### config.mk
export PLATFORM = sky130hd
export DESIGN_NAME = activation_pwl_unit
export DESIGN_NICKNAME = d
export VERILOG_FILES = /design/src/rtl/activation_pkg.sv /design/src/rtl/pwl_segment_eval.sv /design/src/rtl/activation_pwl_unit.sv
export SDC_FILE = /design/constraint.sdc
export NUM_CORES = 1
export LEC_CHECK = 0
export ABC_AREA = 0
export BUFFER_PORTS_ARGS = -buffer_cell sky130_fd_sc_hd__buf_2
export CAP_MARGIN = 0
export CORE_MARGIN = 2
export CORE_UTILIZATION = 50
export DETAILED_ROUTE_END_ITERATION = 7
export GPL_ROUTABILITY_DRIVEN = 1
export PLACE_DENSITY = 0.73
export SLEW_MARGIN = 20
export SYNTH_ARGS = -nofsm -noshare
export SYNTH_HDL_FRONTEND = slang
export SYNTH_HIERARCHICAL = 1
export SYNTH_SLANG_ARGS = --single-unit
### constraint.sdc
create_clock -name clk -period 6.2 [get_ports clk]
set_clock_uncertainty 0.15 [all_clocks]
set_input_delay 0.31 -clock clk [delete_from_list [all_inputs] [get_ports clk]]
set_output_delay 0.31 -clock clk [all_outputs]
set_load 0.005 [all_outputs]
### src/rtl/activation_pkg.sv
// ---------------------------------------------------------------------------
// activation_pkg
// Shared definitions for the piecewise-linear activation unit.
//   - act_mode_e : function select carried with every sample
//   - seg_e      : segment index chosen in stage 1, SEG_SAT marks saturation
//   - c_*()      : breakpoint / intercept constants in Q(fract) format,
//                  built by shifting small integers so they stay exact for
//                  any fract >= 5
// ---------------------------------------------------------------------------
package activation_pkg;

    typedef enum logic [1:0] {
        MODE_HTANH = 2'b00,
        MODE_TANH  = 2'b01,
        MODE_SIGM  = 2'b10,
        MODE_RELU  = 2'b11
    } act_mode_e;

    typedef enum logic [1:0] {
        SEG_0   = 2'd0,
        SEG_1   = 2'd1,
        SEG_2   = 2'd2,
        SEG_SAT = 2'd3
    } seg_e;

    // num * 2^-(den_log2) expressed in Q(fract)
    function automatic int unsigned q_const(input int unsigned num,
                                            input int unsigned den_log2,
                                            input int unsigned fract);
        return num << (fract - den_log2);
    endfunction

    function automatic int unsigned c_one(input int unsigned f);      return q_const(1, 0, f);  endfunction
    function automatic int unsigned c_two(input int unsigned f);      return q_const(2, 0, f);  endfunction
    function automatic int unsigned c_five(input int unsigned f);     return q_const(5, 0, f);  endfunction
    function automatic int unsigned c_half(input int unsigned f);     return q_const(1, 1, f);  endfunction
    function automatic int unsigned c_0p375(input int unsigned f);    return q_const(3, 3, f);  endfunction
    function automatic int unsigned c_0p625(input int unsigned f);    return q_const(5, 3, f);  endfunction
    function automatic int unsigned c_2p375(input int unsigned f);    return q_const(19, 3, f); endfunction
    function automatic int unsigned c_0p15625(input int unsigned f);  return q_const(5, 5, f);  endfunction
    function automatic int unsigned c_0p84375(input int unsigned f);  return q_const(27, 5, f); endfunction

endpackage

### src/rtl/pwl_segment_eval.sv
// ---------------------------------------------------------------------------
// pwl_segment_eval
// Combinational slope term of the piecewise-linear curves: shift-add of the
// non-negative magnitude according to mode and segment. Intercepts are added
// downstream.
//   mode  : function select
//   seg   : segment chosen from the magnitude
//   mag   : |X|, never negative
//   slope : truncated shift-add result
// ---------------------------------------------------------------------------
module pwl_segment_eval
    import activation_pkg::*;
#(
    parameter int DATA_WIDTH = 16
) (
    input  act_mode_e             mode,
    input  seg_e                  seg,
    input  logic [DATA_WIDTH-1:0] mag,
    output logic [DATA_WIDTH-1:0] slope
);

    always_comb begin
        slope = '0;
        case (mode)
            MODE_HTANH: slope = (seg == SEG_SAT) ? '0 : mag;
            MODE_TANH: begin
                case (seg)
                    SEG_0:   slope = mag;
                    SEG_1:   slope = (mag >> 1) + (mag >> 4) + (mag >> 5);
                    SEG_2:   slope = mag >> 2;
                    default: slope = '0;
                endcase
            end
            MODE_SIGM: begin
                case (seg)
                    SEG_0:   slope = mag >> 2;
                    SEG_1:   slope = mag >> 3;
                    SEG_2:   slope = mag >> 5;
                    default: slope = '0;
                endcase
            end
            default: slope = mag;
        endcase
    end

endmodule

### src/rtl/activation_pwl_unit.sv
// ---------------------------------------------------------------------------
// activation_pwl_unit
// Three-stage streaming activation unit (hard-tanh, tanh PWL, sigmoid PWL,
// ReLU) on signed Q(FRACT_WIDTH) samples with valid/ready handshakes.
//   clk, reset_n          : clock, asynchronous active-low reset
//   in_valid/in_ready     : input handshake; in_data = X, in_mode = function
//   out_valid/out_ready   : output handshake; out_data = Y
//   out_sat               : result came from a saturated segment
//   sat_cnt / sat_clr     : count of saturated output transfers, sync clear
// Stage 1 picks magnitude, sign and segment; stage 2 forms the slope term;
// stage 3 adds the intercept, restores the sign and flags saturation.
// ---------------------------------------------------------------------------
module activation_pwl_unit
    import activation_pkg::*;
#(
    parameter int DATA_WIDTH  = 16,
    parameter int FRACT_WIDTH = 8,
    parameter int CNT_WIDTH   = 16
) (
    input  logic                         clk,
    input  logic                         reset_n,
    input  logic                         in_valid,
    output logic                         in_ready,
    input  logic signed [DATA_WIDTH-1:0] in_data,
    input  logic        [1:0]            in_mode,
    output logic                         out_valid,
    input  logic                         out_ready,
    output logic signed [DATA_WIDTH-1:0] out_data,
    output logic                         out_sat,
    output logic        [CNT_WIDTH-1:0]  sat_cnt,
    input  logic                         sat_clr
);

    if (FRACT_WIDTH < 5 || DATA_WIDTH - FRACT_WIDTH < 4) begin : g_bad_params
        $error("activation_pwl_unit: needs FRACT_WIDTH>=5 and DATA_WIDTH-FRACT_WIDTH>=4");
    end

    localparam logic [DATA_WIDTH-1:0] ONE      = DATA_WIDTH'(c_one(FRACT_WIDTH));
    localparam logic [DATA_WIDTH-1:0] TWO      = DATA_WIDTH'(c_two(FRACT_WIDTH));
    localparam logic [DATA_WIDTH-1:0] FIVE     = DATA_WIDTH'(c_five(FRACT_WIDTH));
    localparam logic [DATA_WIDTH-1:0] HALF     = DATA_WIDTH'(c_half(FRACT_WIDTH));
    localparam logic [DATA_WIDTH-1:0] K0P375   = DATA_WIDTH'(c_0p375(FRACT_WIDTH));
    localparam logic [DATA_WIDTH-1:0] K0P625   = DATA_WIDTH'(c_0p625(FRACT_WIDTH));
    localparam logic [DATA_WIDTH-1:0] K2P375   = DATA_WIDTH'(c_2p375(FRACT_WIDTH));
    localparam logic [DATA_WIDTH-1:0] K0P15625 = DATA_WIDTH'(c_0p15625(FRACT_WIDTH));
    localparam logic [DATA_WIDTH-1:0] K0P84375 = DATA_WIDTH'(c_0p84375(FRACT_WIDTH));
    localparam logic [DATA_WIDTH-1:0] MOST_NEG = {1'b1, {(DATA_WIDTH-1){1'b0}}};
    localparam logic [DATA_WIDTH-1:0] MAX_POS  = {1'b0, {(DATA_WIDTH-1){1'b1}}};

    // One global enable: every stage moves together or everything holds
    logic advance;
    assign advance  = !out_valid || out_ready;
    assign in_ready = advance;

    // Stage 1 combinational: magnitude (most negative clamps to max) and segment
    act_mode_e             mode_c;
    logic [DATA_WIDTH-1:0] mag_c;
    seg_e                  seg_c;

    assign mode_c = act_mode_e'(in_mode);

    always_comb begin
        mag_c = in_data;
        if (in_data[DATA_WIDTH-1]) begin
            mag_c = (in_data == MOST_NEG) ? MAX_POS : DATA_WIDTH'(-in_data);
        end
    end

    always_comb begin
        seg_c = SEG_0;
        case (mode_c)
            MODE_HTANH: seg_c = (mag_c > ONE) ? SEG_SAT : SEG_0;
            MODE_TANH: begin
                if (mag_c <= K0P375)   seg_c = SEG_0;
                else if (mag_c <= ONE) seg_c = SEG_1;
                else if (mag_c <= TWO) seg_c = SEG_2;
                else                   seg_c = SEG_SAT;
            end
            MODE_SIGM: begin
                if (mag_c < ONE)         seg_c = SEG_0;
                else if (mag_c < K2P375) seg_c = SEG_1;
                else if (mag_c < FIVE)   seg_c = SEG_2;
                else                     seg_c = SEG_SAT;
            end
            default: seg_c = SEG_0;
        endcase
    end

    act_mode_e             s1_mode, s2_mode;
    seg_e                  s1_seg, s2_seg;
    logic                  s1_valid, s2_valid, s1_neg, s2_neg;
    logic [DATA_WIDTH-1:0] s1_mag, s2_slope, slope_c;

    pwl_segment_eval #(.DATA_WIDTH(DATA_WIDTH)) u_seg_eval (
        .mode  (s1_mode),
        .seg   (s1_seg),
        .mag   (s1_mag),
        .slope (slope_c)
    );

    // Stage 3 combinational: intercept, sign restore and saturation flag
    logic [DATA_WIDTH-1:0] icpt_c, sum_c;
    logic [DATA_WIDTH-1:0] result_c;
    logic                  sat_c;

    always_comb begin
        icpt_c = '0;
        case (s2_mode)
            MODE_HTANH: icpt_c = (s2_seg == SEG_SAT) ? ONE : '0;
            MODE_TANH: begin
                case (s2_seg)
                    SEG_1:   icpt_c = K0P15625;
                    SEG_2:   icpt_c = HALF;
                    SEG_SAT: icpt_c = ONE;
                    default: icpt_c = '0;
                endcase
            end
            MODE_SIGM: begin
                case (s2_seg)
                    SEG_0:   icpt_c = HALF;
                    SEG_1:   icpt_c = K0P625;
                    SEG_2:   icpt_c = K0P84375;
                    default: icpt_c = ONE;
                endcase
            end
            default: icpt_c = '0;
        endcase
        sum_c = s2_slope + icpt_c;
        result_c = sum_c;
        if (s2_neg) begin
            case (s2_mode)
                MODE_SIGM: result_c = ONE - sum_c;
                MODE_RELU: result_c = '0;
                default:   result_c = DATA_WIDTH'(-sum_c);
            endcase
        end
        sat_c = (s2_seg == SEG_SAT) && (s2_mode != MODE_RELU);
    end

    // Pipeline registers; bubbles travel as cleared valid bits
    always_ff @(posedge clk or negedge reset_n) begin
        if (!reset_n) begin
            s1_valid  <= 1'b0;
            s1_mode   <= MODE_HTANH;
            s1_seg    <= SEG_0;
            s1_neg    <= 1'b0;
            s1_mag    <= '0;
            s2_valid  <= 1'b0;
            s2_mode   <= MODE_HTANH;
            s2_seg    <= SEG_0;
            s2_neg    <= 1'b0;
            s2_slope  <= '0;
            out_valid <= 1'b0;
            out_data  <= '0;
            out_sat   <= 1'b0;
        end else if (advance) begin
            s1_valid  <= in_valid;
            s1_mode   <= mode_c;
            s1_seg    <= seg_c;
            s1_neg    <= in_data[DATA_WIDTH-1];
            s1_mag    <= mag_c;
            s2_valid  <= s1_valid;
            s2_mode   <= s1_mode;
            s2_seg    <= s1_seg;
            s2_neg    <= s1_neg;
            s2_slope  <= slope_c;
            out_valid <= s2_valid;
            if (s2_valid) begin
                out_data <= result_c;
                out_sat  <= sat_c;
            end
        end
    end

    // Saturation counter: clear wins over a same-cycle increment
    always_ff @(posedge clk or negedge reset_n) begin
        if (!reset_n) begin
            sat_cnt <= '0;
        end else if (sat_clr) begin
            sat_cnt <= '0;
        end else if (out_valid && out_ready && out_sat) begin
            sat_cnt <= sat_cnt + 1'b1;
        end
    end

endmodule

==> out/qor.yml <==
status: "complete, but fails checks"
violations: "negative hold slack"
dr.pass1.iters: 6
maxSlewViolCount: 0
max_cap_violations: 0
numPortBuffers: 57
cts_tree: "done"
netlist_instances: 803
cts_root_buf: "clkbuf_16"
synth_area_um2: 6460
drt-total-wl_mm: 16.4
clockBufferDepth: 2
syn_avg_cell_area_um2: 8.04
gp_congestion: 0.890
grt_use_total_pct: 23.6
dp_hpwl_mm: 11.8
h-tree-depth: 3
finalHoldViolations: 68
synth_warnings: 6
ff2ff_setup_slack_ps: 1580
die_area_um2: 13800
crit_top_cell: "ha_1"
drt_iter0_markers: 660
path_class: "register to register"
ys_seq_area_share_pct: 30.2
drive_gt1_share_pct: 11.9
fill_cells: 1155
chipWidth_um: 118
yosysUniqueCellTypes: 72
drc: 0
cts.repair_timing.setup_buffer_count: 0
grt_pass1_wl_mm: 27.4
grt_setup_unrepaired: "false"
area_growth_pct: 10.4
relSlewSlack_pct: 35.5
dieHeight_um: 118
path_cells: "nor2b_1 > nor3b_1 > ha_1 > a21o_1 > a21oi_1 > nand2_1 > xnor2_1 > ha_1 > inv_1 > or4b_1 > a221oi_2 > o21ai_2 > a2111oi_4 > mux2i_1 > a221o_1"
synth_nets: 862
clock_latency_ps: 350
fmax_ghz: 0.216
async_reset_ff_share_pct: 100
slowest_stage: "nor3b_1"
grt_overflow: 0
end_kind: "register"
yosys_most_used_dff: "dfrtp_1"
cp.arrival_ps: 4700
path_buf_inv: 1
grt_pass1_vias: 5812
core_um2: 12600
power.density_nw_per_um2: 454
path_delay_family: "simple AND/OR/NAND/NOR gates"
antenna_left: 0
start_util_pct: 51.2
cts.sinks: 78
synth-edff-count: 0
vias: 6245
io_pins: 58
clk_pin_slew_ps: 60
min_period_ps: 4620
worstPathRequired_ps: 6280
setup_viol: 0
crit_path_max_incr_delay_ps: 560
diodes: 0
worst-path-max-fanout: 7
power_leakage_uw: 0.00318
synth_seq_cells: 78
antenna_found_initial: 0
whs_ps: -52.3
cts_resized: 0
cts_hold_buf: 0
final_nets: 887
wl_per_cell_um: 16.3
peakVddDrop_uv: 204
tns_ps: 0
grt_max_degree: 79
tightest_slew_ps: 967
cts_made_buffers: 9
hold_class: "primary input to async pin"
rows: 41
via_per_inst: 6.21
setup.worst_path.start_class: "register"
fin_crit_sh_pct: 74.6
[cells in the final DEF (no fill, tap or decap), types with 4 or more instances in the layout]
cell type	synthesis	layout
nor2_1	71	71
nor3b_1	4	4
ha_1	23	23
a21o_1	16	16
and2_1	6	6
buf_4	0	6
clkbuf_16	0	9
o21a_1	4	4
nor2b_1	22	21
nand2b_1	5	5
nand4_1	13	13
xor2_1	19	19
and4_1	6	6
a221oi_1	4	4
a31oi_1	16	16
a22o_1	4	4
nor3_1	22	22
fa_1	13	13
buf_2	7	56
dfrtp_1	78	78
mux2i_1	12	12
nor4_1	7	7
a221o_1	4	4
nand2_1	135	135
xnor2_1	14	14
o211ai_1	9	9
mux2_2	4	4
inv_1	16	16
a22oi_1	15	15
a211o_1	6	6
o31ai_1	6	6
a211oi_1	18	18
or3_1	10	10
and3_1	9	9
nand3_1	21	21
a21oi_1	43	43
o21ai_0	47	47
[per-layer routing]
layer	track usage (%)	share of wire (%)	vias up
li1	-	-	2989
met1	29.9	44	2980
met2	40.0	49	245
met3	4.02	5.2	31
met4	9.64	2.2	0
met5	0	0	-
[power breakdown]
part           switching [uW]  total [uW]  internal (uW)
Sequential                214         869            655
Combinational            1070        1810            733
Clock                     226         564            337
[metrics by stage]
| stage | std cells | power [uW] | instance area (um^2) | worst slack, ps | utilization, % |
|---|---|---|---|---|---|
| final | 1005 | 3240 | 7130 | 1580 | 56.5 |
| after global routing | 1005 | 3510 | 7130 | 1280 | 56.5 |
| after CTS | 1005 | 3220 | 7130 | 1610 | 56.5 |
| after detailed placement | 989 | 2640 | 6810 | 1650 | 54.0 |
| after global placement | 989 | 2570 | 6810 | 1830 | 54.0 |
| after floorplan | 803 | 2220 | 6460 | 2110 | - |
[state kept, by name (all words and copies together), names as in the netlist, 2 cells and up]
| name | flops |
|---|---|
| sat_cnt | 16 |
| s2_seg | 2 |
| s2_slope | 16 |
| s1_mode | 2 |
| out_data | 16 |
| s1_mag | 16 |
| s2_mode | 2 |
| s1_seg | 2 |
[logic make-up (layout without fill, tap and decap cells)]
family | after synthesis | in the layout | share of synthesized area, %
AO/OA/AOI/OAI | 233 | 233 | 25.1
XOR/XNOR | 33 | 33 | 4.48
adder cells (fa/ha/maj) | 36 | 36 | 8.49
buffers and inverters | 64 | 94 | 3.86
flip-flops | 78 | 78 | 30.2
multiplexers | 16 | 16 | 2.56
AND/OR/NAND/NOR | 343 | 343 | 25.3
[cells in the mapped netlist, types with 6 or more instances]
library cell,number,area share [%]
nand4_1,13,1.3
a211oi_1,18,2.1
and4_1,6,0.81
nor2_1,71,4.1
nor3_1,22,1.7
buf_2,7,0.54
xnor2_1,14,1.9
clkbuf_1,33,1.9
and2_1,6,0.58
mux2i_1,12,1.9
o211ai_1,9,1.0
xor2_1,19,2.6
a21o_1,16,1.9
ha_1,23,4.5
nand3_1,21,1.6
or3_1,10,0.97
nand2_1,135,7.8
nor2b_1,22,2.1
and3_1,9,0.87
o21ai_0,47,3.6
o31ai_1,6,0.70
a22oi_1,15,1.7
inv_1,16,0.93
nor4_1,7,0.68
dfrtp_1,78,30
a31oi_1,16,1.6
buf_1,8,0.47
fa_1,13,4.0
a21oi_1,43,3.3
a211o_1,6,0.81
[final timing paths]
path	start	endpoint	cells past startpoint
max	s2_mode[1]$_DFFE_PN0N_	out_data[15]$_DFFE_PN0P_	15
min	reset_n	out_data[15]$_DFFE_PN0P_	1
max reg2reg	s2_mode[1]$_DFFE_PN0N_	out_data[15]$_DFFE_PN0P_	15
min reg2reg	s1_valid$_DFFE_PN0N_	s1_valid$_DFFE_PN0N_	2
max in group asynchronous	reset_n	out_data[5]$_DFFE_PN0P_	1
min in group clk	in_valid	s1_valid$_DFFE_PN0N_	3
[cell type report]
| class | count | area (um^2) | area share (%) |
|---|---|---|---|
| clock buffer | 11 | 253 | 3.55 |
| clock inverter | 5 | 65.1 | 0.913 |
| inverter | 16 | 60.1 | 0.843 |
| multi-input combinational | 661 | 4260 | 59.7 |
| sequential | 78 | 1950 | 27.4 |
| tap | 172 | 215 | 3.02 |
| timing repair buffer | 62 | 325 | 4.56 |
Power figures use the tool's default switching activity.
